**src/rtl/inputc_vc_pkg.sv**
```systemverilog
// Shared flit format, VC geometry and flit-type helpers for the router input channel.
package inputc_vc_pkg;

  localparam int DATAW    = 31;
  localparam int DATAW_P1 = DATAW + 1;
  localparam int VCH      = 1;
  localparam int VCHW     = 0;
  localparam int VCHW_P1  = VCHW + 1;

  localparam int TYPEW    = 3;
  localparam int TYPE_MSB = DATAW;
  localparam int TYPE_LSB = DATAW - TYPEW + 1;

  localparam logic Enable  = 1'b1;
  localparam logic Disable = 1'b0;

  typedef enum logic [TYPEW-1:0] {
    TYPE_NONE     = 3'd0,
    TYPE_HEAD     = 3'd1,
    TYPE_BODY     = 3'd2,
    TYPE_TAIL     = 3'd3,
    TYPE_HEADTAIL = 3'd4
  } flit_type_e;

  typedef enum logic {
    ST_IDLE,
    ST_HOLD
  } sel_state_e;

  function automatic logic is_head(input logic [DATAW:0] flit);
    logic [TYPEW-1:0] t;
    t = flit[TYPE_MSB:TYPE_LSB];
    return (t == TYPE_HEAD) || (t == TYPE_HEADTAIL);
  endfunction

  function automatic logic is_tail(input logic [DATAW:0] flit);
    logic [TYPEW-1:0] t;
    t = flit[TYPE_MSB:TYPE_LSB];
    return (t == TYPE_TAIL) || (t == TYPE_HEADTAIL);
  endfunction

endpackage

```
**src/rtl/inputc_vc_fifo.sv**
```systemverilog
// Per-VC flit FIFO; a push into a full FIFO only lands when a pop frees a slot in the same cycle.
module vc_fifo #(
  parameter  int FIFOD = 4,
  parameter  int W     = 32,
  localparam int AW    = $clog2(FIFOD),
  localparam int CW    = AW + 1
) (
  input  logic          clk,
  input  logic          rst_,
  input  logic          push,
  input  logic          pop,
  input  logic [W-1:0]  din,
  output logic [W-1:0]  dout,
  output logic [CW-1:0] count,
  output logic          full,
  output logic          empty
);

  logic [W-1:0]  mem_q [FIFOD];
  logic [AW-1:0] wr_ptr_q, rd_ptr_q;
  logic [CW-1:0] count_q, count_d;
  logic          push_ok, pop_ok;

  assign full    = (count_q == CW'(FIFOD));
  assign empty   = (count_q == '0);
  assign pop_ok  = pop & ~empty;
  assign push_ok = push & (~full | pop_ok);
  assign count   = count_q;
  assign dout    = mem_q[rd_ptr_q];

  always_comb begin
    count_d = count_q;
    case ({push_ok, pop_ok})
      2'b10:   count_d = count_q + 1'b1;
      2'b01:   count_d = count_q - 1'b1;
      default: count_d = count_q;
    endcase
  end

  always_ff @(posedge clk or posedge rst_) begin
    if (rst_) begin
      wr_ptr_q <= '0;
      rd_ptr_q <= '0;
      count_q  <= '0;
    end else begin
      if (push_ok) wr_ptr_q <= wr_ptr_q + 1'b1;
      if (pop_ok)  rd_ptr_q <= rd_ptr_q + 1'b1;
      count_q <= count_d;
    end
  end

  // Storage carries no reset; validity is tracked entirely by the pointers and count.
  always_ff @(posedge clk) begin
    if (push_ok) mem_q[wr_ptr_q] <= din;
  end

endmodule

```
**src/rtl/inputc_vc.sv**
```systemverilog
// Router input channel: per-VC buffering, credit acks, lock reporting and wormhole VC selection.
module inputc_vc
  import inputc_vc_pkg::*;
#(
  parameter int ROUTERID = 0,
  parameter int PCHID    = 0,
  parameter int FIFOD    = 4
) (
  input  logic              clk,
  input  logic              rst_,
  input  logic [DATAW:0]    idata,
  input  logic              ivalid,
  input  logic [VCHW:0]     ivch,
  output logic [VCH:0]      oack,
  output logic [VCH:0]      olck,
  output logic [DATAW:0]    odata,
  output logic              ovalid,
  output logic [VCHW:0]     ovch,
  input  logic              irdy,
  output logic              oerr
);

  localparam int NVC = VCH + 1;
  localparam int CW  = $clog2(FIFOD) + 1;

  logic [NVC-1:0] push, pop, full, empty;
  logic [NVC-1:0] lock_set, lock_clr;
  logic [DATAW:0] fifo_dout [NVC];
  logic [CW-1:0]  count_unused [NVC];
  logic [63:0]    unused_ids;

  sel_state_e     state_q;
  logic [VCHW:0]  hold_vc_q, last_q, sel_vc, cand;
  logic           sel_ok, pop_any, pop_tail;
  logic [DATAW:0] pop_data;

  logic [VCH:0]   olck_q, olck_d, oack_q;
  logic [DATAW:0] odata_q;
  logic [VCHW:0]  ovch_q;
  logic           ovalid_q, oerr_q, oerr_d;

  // Identifiers have no functional role; kept visible for debug only.
  assign unused_ids = {32'(ROUTERID), 32'(PCHID)};

  for (genvar gi = 0; gi < NVC; gi++) begin : g_vc
    assign push[gi]     = ivalid && (ivch == VCHW_P1'(gi));
    assign pop[gi]      = pop_any && (sel_vc == VCHW_P1'(gi));
    assign lock_set[gi] = push[gi] && (!full[gi] || pop[gi]) && is_head(idata);
    assign lock_clr[gi] = pop[gi] && pop_tail;

    vc_fifo #(
      .FIFOD (FIFOD),
      .W     (DATAW_P1)
    ) u_fifo (
      .clk   (clk),
      .rst_  (rst_),
      .push  (push[gi]),
      .pop   (pop[gi]),
      .din   (idata),
      .dout  (fifo_dout[gi]),
      .count (count_unused[gi]),
      .full  (full[gi]),
      .empty (empty[gi])
    );
  end

  // In IDLE, scan round-robin starting just after the last granted VC.
  always_comb begin
    sel_vc = hold_vc_q;
    sel_ok = 1'b0;
    cand   = '0;
    if (state_q == ST_HOLD) begin
      sel_ok = !empty[hold_vc_q];
    end else begin
      for (int k = 1; k <= NVC; k++) begin
        cand = last_q + VCHW_P1'(k);
        if (!sel_ok && !empty[cand]) begin
          sel_vc = cand;
          sel_ok = 1'b1;
        end
      end
    end
  end

  assign pop_any  = sel_ok && irdy;
  assign pop_data = fifo_dout[sel_vc];
  assign pop_tail = is_tail(pop_data);

  assign olck_d = (olck_q & ~lock_clr) | lock_set;
  assign oerr_d = oerr_q | (ivalid && full[ivch] && !pop[ivch]);

  always_ff @(posedge clk or posedge rst_) begin
    if (rst_) begin
      state_q   <= ST_IDLE;
      hold_vc_q <= '0;
      last_q    <= '0;
      oack_q    <= '0;
      ovalid_q  <= 1'b0;
      odata_q   <= '0;
      ovch_q    <= '0;
    end else begin
      case (state_q)
        ST_IDLE: begin
          if (sel_ok) begin
            last_q    <= sel_vc;
            hold_vc_q <= sel_vc;
            if (!(pop_any && pop_tail)) state_q <= ST_HOLD;
          end
        end
        ST_HOLD: begin
          if (pop_any && pop_tail) state_q <= ST_IDLE;
        end
        default: state_q <= ST_IDLE;
      endcase
      oack_q   <= pop;
      ovalid_q <= pop_any;
      odata_q  <= pop_any ? pop_data : '0;
      ovch_q   <= pop_any ? sel_vc : '0;
    end
  end

  always_ff @(posedge clk or posedge rst_) begin
    if (rst_) begin
      olck_q <= '0;
      oerr_q <= 1'b0;
    end else begin
      olck_q <= olck_d;
      oerr_q <= oerr_d;
    end
  end

  assign oack   = oack_q;
  assign olck   = olck_q;
  assign odata  = odata_q;
  assign ovalid = ovalid_q;
  assign ovch   = ovch_q;
  assign oerr   = oerr_q;

endmodule

```
**config.mk**
```make
export PLATFORM = sky130hd
export DESIGN_NAME = inputc_vc
export DESIGN_NICKNAME = d
export VERILOG_FILES = /design/src/rtl/inputc_vc_pkg.sv /design/src/rtl/inputc_vc_fifo.sv /design/src/rtl/inputc_vc.sv
export SDC_FILE = /design/constraint.sdc
export NUM_CORES = 1
export LEC_CHECK = 0
export CORE_MARGIN = 3
export CORE_UTILIZATION = 59
export CTS_CLUSTER_DIAMETER = 30
export DETAILED_ROUTE_END_ITERATION = 8
export GPL_TIMING_DRIVEN = 1
export PLACE_DENSITY = 0.9
export SLEW_MARGIN = 5
export SYNTH_ARGS = -nofsm -noshare
export SYNTH_HDL_FRONTEND = slang
export SYNTH_SLANG_ARGS = --single-unit
```
**constraint.sdc**
```tcl
create_clock -name clk -period 3.8 [get_ports clk]
set_input_delay 0.57 -clock clk [delete_from_list [all_inputs] [get_ports clk]]
set_output_delay 0.57 -clock clk [all_outputs]
set_load 0.005 [all_outputs]
```
== Word-level counts from Yosys, hierarchy flattened ==
Memories as Yosys holds them, arrays and structs flattened.
Cells that the tools add are included.
Storage, ports and cells
  bits in registers: 55
  memory bits (writable): 256
  output and inout port bits: 39
  logic and storage cells: 115
  memories: 2
Memory list
  g_vc[0].u_fifo.mem_q: words 4, width 32, read ports 1, clocked after memory_dff 0, write ports 1, line inputc_vc_fifo.sv:19  | logic [W-1:0] mem_q [FIFOD];
  g_vc[1].u_fifo.mem_q: words 4, width 32, read ports 1, clocked after memory_dff 0, write ports 1, line inputc_vc_fifo.sv:19
Cells by class
  add/subtract/negate cells: 9
  magnitude comparators: 4
  eq/ne operators: 10
  mux-type cells: 29
  bitwise logic cells: 18
  reduce and logical (&&, ||, !) cells: 29
Operators with widths (number)
  32-bit two-way mux: 4
  1-bit two-way mux: 22
  1-bit logical AND: 15
  3-bit equality test, second input constant: 4
  3-bit case mux with 2 select lines: 2
  2-bit by 1-bit adder with 2-bit output, second input constant: 4
  1-bit NOT: 7
  3-bit by 1-bit adder with 3-bit output, second input constant: 2
  3-bit logical NOT: 2
  1-bit by 2-bit less-than comparator with 1-bit output, second input constant: 3
  3-bit by 1-bit subtractor with 3-bit output, second input constant: 2
  1-bit logical NOT: 5
  1-bit bitwise AND: 4
  2-bit by 1-bit equality test with 1-bit output, second input constant: 2
  2-bit equality test, second input constant: 2
  1-bit logical OR: 4
  2-bit nonzero test: 2
  3-bit by 1-bit equality test with 1-bit output, second input constant: 1
  3-bit by 2-bit equality test with 1-bit output, second input constant: 1
  1-bit OR: 3
  2-bit bitwise AND: 1
  2-bit >= comparator, second input constant: 1
  1-bit NOT with 2-bit output: 1
  2-bit NOT: 1
  4 further kinds: 4

== Depth between registers and ports, before layout ==
Gate-level depths: netlist (run 1).
  depth in word-level cells: 19
  mapped depth: 13
  gate-level depth less buffers: 12

== Cells and area by module ==
From an unflattened synthesis (run 1), not the netlist that was laid out.
Second synthesis, totals
  cells, all modules: 639
  area, all modules: 12011.5 um^2
Modules (own cells, without submodules)
  vc_fifo: times used 2, cells each 222, area an instance 5126.2 um^2, sequential area each 4018.9 um^2
  inputc_vc: times used 1, cells each 195, area an instance 1759.2 um^2, sequential area each 1001.0 um^2

== Worst setup path after synthesis (run 1) ==
Ideal clock, no wire load.
  path kind: flip-flop to flip-flop
  start: register g_vc[0].u_fifo.count_q[1]
  end: memory g_vc[1].u_fifo.mem_q[0][0], enable pin
  setup time: 0.392 ns
  arrival: 2.332 ns
  path slack: 1.076 ns
  stages on the path, launching flop included: 7
  buffers on the path: 1
  clock period less this slack: 2.724 ns
  cells stage by stage: dfrtp_1 or3_4 and2_1 o2111ai_1 nor2b_1 buf_2 and2_1
On the way
  cells in the longest elaborated chain, start to end: 16
Ends and longest elaborated chain
  start: declaration: line inputc_vc_fifo.sv:21  | logic [CW-1:0] count_q, count_d;
  start signal: assignment: line inputc_vc_fifo.sv:48  | count_q <= count_d;
  3-bit logical NOT *: line inputc_vc_fifo.sv:25  | assign empty = (count_q == '0);
  1-bit two-way mux (not written as such) (2 in a row): line inputc_vc.sv:77  | if (!sel_ok && !empty[cand]) begin
  1-bit two-way mux: line inputc_vc.sv:77
  1-bit two-way mux: line inputc_vc.sv:72  | if (state_q == ST_HOLD) begin
  1-bit logical NOT: line inputc_vc.sv:77
  1-bit logical AND: line inputc_vc.sv:77
  1-bit two-way mux: line inputc_vc.sv:77
  1-bit two-way mux: line inputc_vc.sv:72
  1-bit logical AND: line inputc_vc.sv:85  | assign pop_any = sel_ok && irdy;
  1-bit logical AND *: line inputc_vc.sv:47  | assign pop[gi] = pop_any && (sel_vc == VCHW_P1'(gi));
  1-bit bitwise AND *: line inputc_vc_fifo.sv:26  | assign pop_ok = pop & ~empty;
  1-bit OR *: line inputc_vc_fifo.sv:27  | assign push_ok = push & (~full | pop_ok);
  1-bit bitwise AND *: line inputc_vc_fifo.sv:27
  1-bit two-way mux *: line inputc_vc_fifo.sv:54  | if (push_ok) mem_q[wr_ptr_q] <= din;
  1-bit two-way mux (not written as such) *: line inputc_vc_fifo.sv:54
  end: declaration: line inputc_vc_fifo.sv:19
Every way passes the cells marked *; elsewhere a longest branch is shown, timed or not. The select of a mux whose other input is x is not followed.

== Final worst setup path (run 1) ==
  start: register g_vc[0].u_fifo.count_q[0]
  end: memory g_vc[1].u_fifo.mem_q[0][14], enable pin
The elaborated chain is that of the path after synthesis.

==> flow_metrics.py, run 1 <==
metrics = {
    "sta": {
        "post-route-period-util_pct": 80.80,
        "setup_tns_ps": 0,
        "fin_skew_ps": 13.16,
        "rsz0062_at_grt": "false",
        "worst_slew_pin_slew_ps": 1030,
        "relSlewSlack_pct": 31.17,
        "min_period_ps": 3070,
        "fmax_mhz": 325.7,
        "final_max_slew_viol_count": 0,
        "hold_viol_final": 0,
        "setup_violations": 0,
    },
    "cells_and_area": {
        "final_nets": 710,
        "final_cell_mix": "edfxtp_1 (256), clkdlybuf4s50_1 (75), mux4_2 (64)",
        "syn_to_final_growth_pct": 23.49,
        "drive_gt1_share_pct": 26.29,
        "antennaDiodeCount": 0,
        "final_common_cell": "edfxtp_1",
        "post-route-util_pct": 75.73,
    },
    "cts": {
        "cts.sinks": 310,
        "holdBufCountCts": 0,
        "tritoncts": "built",
        "cts_buffers": 47,
        "post_cts_resized": 0,
        "clk_pin_slew_ps": 50,
        "clockBufferDepth": 3,
        "htreeDepth": 2,
        "cts_root_buffer": "clkbuf_16",
        "clk_latency_ps": 540,
        "postCtsSetupBuffers": 0,
    },
    "yosys": {
        "synth_cells": 550,
        "synth.net_count": 599,
        "synth_area_mm2": 0.01174,
        "ys_types": 42,
        "syn_area_per_cell_um2": 21.34,
        "ys_ff_latch": 310,
        "synth_seq_area_share_pct": 77.00,
        "ys_warn_count": 0,
    },
    "setup_path": {
        "path_cells": "or3_4, and2_1, o2111ai_1, nor2b_1, and2_2, buf_12",
        "endpoint_kind": "flip-flop",
        "startpoint_type": "flip-flop",
        "critical-path-slowest-cell": "nor2b_1",
        "crit_type": "flip-flop to flip-flop",
        "max_stage_delay_ps": 590,
        "required_ps": 4040,
        "critPathMaxFanout": 17,
        "worstPathArrival_ps": 3310,
    },
    "power_and_ir_drop": {
        "leakage_nw": 5.087,
        "power_density_mw_per_mm2": 803.9,
        "finalPower_w": 0.01165,
        "vdd_ir_drop_max_mv": 0.5119,
    },
    "grt": {
        "grt_max_degree": 44,
        "antenna_found_initial": 0,
        "grt_pass1_wl_um": 39660,
        "track_usage_pct": 24.88,
        "first_global_vias": 6539,
        "grt_overflow": 0,
    },
    "route": {
        "wl_per_cell_um": 26.80,
        "dr.pass1.iters": 7,
        "vias": 5945,
        "totalWireLength_um": 25730,
        "post-route-drc-count": 0,
        "via_per_inst": 6.193,
        "ant_nets": 0,
        "drt_iter0_drc": 496,
    },
    "die": {
        "initial_utilization_pct": 61.32,
        "ios": 76,
        "fp.dieW_um": 147.1,
        "core_area_mm2": 0.01914,
        "die-area_mm2": 0.02163,
        "die_h_um": 147.1,
        "row_count": 50,
    },
    "place": {
        "place_hpwl_um": 13890,
        "routabilityCongestion": 0.8350,
        "port_buffers": 75,
    },
    "job": {
        "cap_violations": 0,
    },
    "status": {
        "status": "completed",
    },
    "hold_path": {
        "hold_class": "flip-flop to flip-flop",
    },
}
-- critical path: cells and delay by family (launching register included) --
kind	cells	cell delay, ps
and+or+nand+nor	4	1790
DFF	1	420
AOI/OAI and AO/OA	1	310
buffers and inverters	1	230
-- cell type report --
| class | instances | area [um^2] |
|---|---|---|
| clock buffer | 50 | 1219 |
| multi-input combinational | 197 | 2512 |
| tap | 260 | 325.3 |
| timing repair buffer | 89 | 943.4 |
| fill | 1033 | 4647 |
| sequential | 310 | 9041 |
| inverter | 16 | 60.06 |
| clock inverter | 38 | 395.4 |
-- stage by stage --
step / hold slack (ps) / std cells / setup slack (ps) / area (um^2)
global route: 492.8 / 960 / 571.1 / 14500
finish: 470.4 / 960 / 729.6 / 14500
detailed placement: 464.1 / 872 / 460.6 / 12880
CTS: 479.7 / 960 / 754.5 / 14500
floorplan: 451.0 / 550 / 1076 / 11740
global placement: 448.6 / 872 / 607.2 / 12880
-- registers in the layout, indices dropped and copies added (netlist names) --
name	cells
g_vc.u_fifo.mem_q	256
odata	32
g_vc.u_fifo.count	6
g_vc.u_fifo.rd_ptr_q	4
g_vc.u_fifo.wr_ptr_q	4
oack	2
olck	2
last_q	1
oerr	1
ovalid	1
state_q	1
-- Yosys cell counts --
cell / instances / area share (%)
nor4_1: 2 / 0.11
and4b_1: 1 / 0.085
nor2_1: 9 / 0.29
a22o_1: 29 / 2.2
a211oi_2: 1 / 0.11
and3b_1: 1 / 0.075
o2111ai_1: 1 / 0.075
a211o_1: 2 / 0.15
o21ai_0: 3 / 0.13
a211oi_1: 1 / 0.064
nor4b_1: 1 / 0.075
nor3_2: 1 / 0.085
nor3_1: 5 / 0.21
buf_6: 2 / 0.19
dfrtp_1: 54 / 12
a21o_1: 1 / 0.064
and4_1: 2 / 0.15
and2_1: 7 / 0.37
and2_2: 3 / 0.19
mux2_4: 1 / 0.13
nand2_1: 11 / 0.35
or2b_1: 1 / 0.064
buf_4: 3 / 0.19
clkbuf_1: 11 / 0.35
fa_1: 2 / 0.34
or3_1: 1 / 0.053
ha_1: 10 / 1.1
edfxtp_1: 256 / 65
a21oi_1: 8 / 0.34
xnor2_1: 8 / 0.60
xor2_1: 5 / 0.37
mux2i_1: 6 / 0.51
nand4_4: 1 / 0.18
nor2b_1: 2 / 0.11
buf_2: 11 / 0.47
or3_4: 2 / 0.19
mux4_2: 64 / 12
inv_1: 16 / 0.51
or3_2: 1 / 0.064
nand3_1: 2 / 0.085
nand2b_1: 1 / 0.053
nand4_2: 1 / 0.11
-- kinds of logic after synthesis --
family / after synthesis / share of synthesized area (%)
flops: 310 / 77.00
mux: 71 / 12.92
compound gates: 46 / 3.091
buf+inv: 43 / 1.716
fa+ha+maj: 12 / 1.407
simple gates: 55 / 2.899
xor+xnor: 13 / 0.9699
-- routing by layer --
| metal | share of wire [%] | GRT usage (%) | vias to the layer above |
|---|---|---|---|
| met1 | 35 | 29.74 | 3084 |
| li1 | - | - | 2467 |
| met3 | 7.6 | 6.107 | 63 |
| met2 | 54 | 43.96 | 331 |
| met5 | 0 | 0 | - |
| met4 | 3.4 | 9.739 | 0 |
-- power breakdown --
group / internal (W) / switching [W]
Combinational: 0.00140 / 0.00137
Sequential: 0.00425 / 0.000355
Clock: 0.00262 / 0.00166
-- final timing paths --
check | startpoint | to | slack (ps) | depth (start not counted)
max | g_vc[0].u_fifo.count[0] | g_vc[1].u_fifo.mem_q[0][14] | 730 | 6
max in group asynchronous | rst_ | odata[6] | 2480 | 3
max reg2reg | g_vc[0].u_fifo.count[0] | g_vc[1].u_fifo.mem_q[0][14] | 730 | 6
min reg2reg | oerr | oerr | 470 | 1
min | oerr | oerr | 470 | 1
min in group asynchronous | rst_ | odata[24] | 580 | 2
No activity file was read; power rests on OpenSTA's default activity.
==> inputs of run 2 (changes only) <==
Clock period 3.8 ns to 3 ns, I/O delays scaled along.
==> run 2 against run 1 <==
  * Worst setup slack lost 560 ps
  * Non-clock buffer count is 8 higher
  * Clock power is 20% higher
  * Sequential power rose by 25%
  * Highest routed layer unchanged
  * Die area did not move
==> flow_metrics.py, run 2 (synthesis results as in run 1) <==
metrics = {
    "sta": {
        "post-route-period-util_pct": 94.21,
        "hold_viol_final": 0,
        "final_max_slew_viol_count": 0,
        "setup_violations": 0,
        "fmax_mhz": 353.8,
        "relSlewSlack_pct": 50.88,
        "min_period_ps": 2826,
        "fin_skew_ps": 23.57,
        "worst_slew_pin_slew_ps": 736.7,
        "setup_tns_ps": 0,
        "rsz0062_at_grt": "false",
    },
    "cts": {
        "holdBufCountCts": 0,
        "postCtsSetupBuffers": 0,
        "tritoncts": "built",
        "cts.sinks": 310,
        "cts_buffers": 45,
        "cts_root_buffer": "clkbuf_16",
        "clk_latency_ps": 540,
        "clockBufferDepth": 3,
        "post_cts_resized": 0,
        "clk_pin_slew_ps": 50,
        "htreeDepth": 2,
    },
    "power_and_ir_drop": {
        "pwr-share-clk_pct": 35.5,
        "p_seq_share_pct": 39.7,
        "leakage_nw": 5.065,
        "p_int_w": 0.01043,
        "power_frac_comb_pct": 24.8,
        "p_switching_w": 0.004095,
        "power_density_mw_per_mm2": 1006,
        "swShare_pct": 28.20,
        "vdd_ir_drop_max_mv": 0.5270,
    },
    "cells_and_area": {
        "largest-register": "g_vc.u_fifo.mem_q",
        "final_cell_mix": "edfxtp_1 (256), clkdlybuf4s50_1 (75), mux4_2 (64)",
        "largest_reg_flops": 256,
        "antennaDiodeCount": 0,
        "fillers": 1022,
        "fin_area_mm2": 0.01443,
        "syn_to_final_growth_pct": 22.95,
        "final_nets": 716,
        "final_common_cell": "edfxtp_1",
        "post-route-util_pct": 75.39,
        "drive_gt1_share_pct": 25.00,
    },
    "die": {
        "die_h_um": 147.1,
        "fp.dieW_um": 147.1,
        "ios": 76,
        "core_area_mm2": 0.01914,
        "die-area_mm2": 0.02163,
        "row_count": 50,
        "initial_utilization_pct": 61.32,
    },
    "route": {
        "vias": 5975,
        "drt_iter0_drc": 504,
        "wl_per_cell_um": 26.84,
        "via_per_inst": 6.198,
        "dr.pass1.iters": 5,
        "wl_met3_um": 1863,
        "highest_layer": "met4",
        "met1_length_um": 9531,
        "ant_nets": 0,
        "met2_length_um": 13660,
        "totalWireLength_um": 25870,
        "post-route-drc-count": 0,
    },
    "setup_path": {
        "endpoint_kind": "flip-flop",
        "r2r_slack_ps": 170,
        "rr_worst_depth": 11,
        "required_ps": 3460,
        "crit_type": "flip-flop to flip-flop",
        "r2r-end": "g_vc[0].u_fifo.count[2]",
        "startpoint_type": "flip-flop",
        "timing.rr.start": "last_q",
        "worstPathArrival_ps": 3290,
        "critPathMaxFanout": 11,
    },
    "place": {
        "place_hpwl_um": 14140,
        "routabilityCongestion": 0.8328,
        "port_buffers": 75,
        "dpl_cell_area_mm2": 0.01293,
    },
    "grt": {
        "first_global_vias": 6495,
        "grt_overflow": 0,
        "grt_max_degree": 33,
        "antenna_found_initial": 0,
        "grt_pass1_wl_um": 40010,
        "track_usage_pct": 24.97,
    },
    "hold_path": {
        "hold_class": "input port to async pin",
    },
    "status": {
        "status": "completed",
    },
    "job": {
        "cap_violations": 0,
    },
}
[run 2: layer usage]
| layer | GRT usage (%) | up-vias |
|---|---|---|
| li1 | - | 2473 |
| met1 | 32.86 | 3099 |
| met2 | 42.10 | 334 |
| met3 | 4.781 | 69 |
| met4 | 9.739 | 0 |
| met5 | 0 | - |
[run 2: critical path, stage by stage (launching register included)]
cell	delay, ps
dfrtp_1	510
or3_4	480
nand4_4	160
nand4_2	150
and3b_1	280
inv_1	90
ha_1	180
inv_1	60
fa_1	380
xor2_1	150
nor2_1	140
xor2_1	170
[run 2: area by class of cell]
cell class / count / area [um^2] / area share, %
timing repair buffer: 97 / 991.0 / 6.866
tap: 260 / 325.3 / 2.254
sequential: 310 / 9041 / 62.64
clock buffer: 57 / 1212 / 8.400
inverter: 16 / 60.06 / 0.4161
clock inverter: 27 / 290.3 / 2.011
multi-input combinational: 197 / 2512 / 17.41
[run 2: per-stage QoR]
step / cells / setup slack (ps) / hold slack (ps) / power (W)
2_1_floorplan: 550 / 275.8 / 451.0 / 0.008033
3_3_place_gp: 880 / 270.9 / 443.7 / 0.009105
3_5_place_dp: 880 / 215.8 / 447.1 / 0.009322
4_1_cts: 964 / 216.5 / 303.8 / 0.01461
5_1_grt: 964 / 31.65 / 361.4 / 0.01512
6_report: 964 / 173.8 / 296.7 / 0.01452
[run 2: worst max-delay path by stage]
stage                                       start                          to  cells after the start
after detailed placement                     irdy     g_vc[1].u_fifo.count[2]                     11
after floorplan           g_vc[0].u_fifo.count[1]  g_vc[1].u_fifo.mem_q[0][0]                      6
after global routing      g_vc[1].u_fifo.count[0]     g_vc[1].u_fifo.count[2]                     11
after global placement                       irdy     g_vc[1].u_fifo.count[2]                     11
after CTS                                  last_q     g_vc[0].u_fifo.count[2]                     11
final                                      last_q     g_vc[0].u_fifo.count[2]                     11
[run 2: power by group through the flow]
stage / sequential [W] / combinational (W) / clock (W)
6_report: 0.00576 / 0.00360 / 0.00516
5_1_grt: 0.00583 / 0.00387 / 0.00542
4_1_cts: 0.00577 / 0.00363 / 0.00521
3_5_place_dp: 0.00582 / 0.00351 / 0
3_3_place_gp: 0.00575 / 0.00336 / 0
2_1_floorplan: 0.00565 / 0.00239 / 0
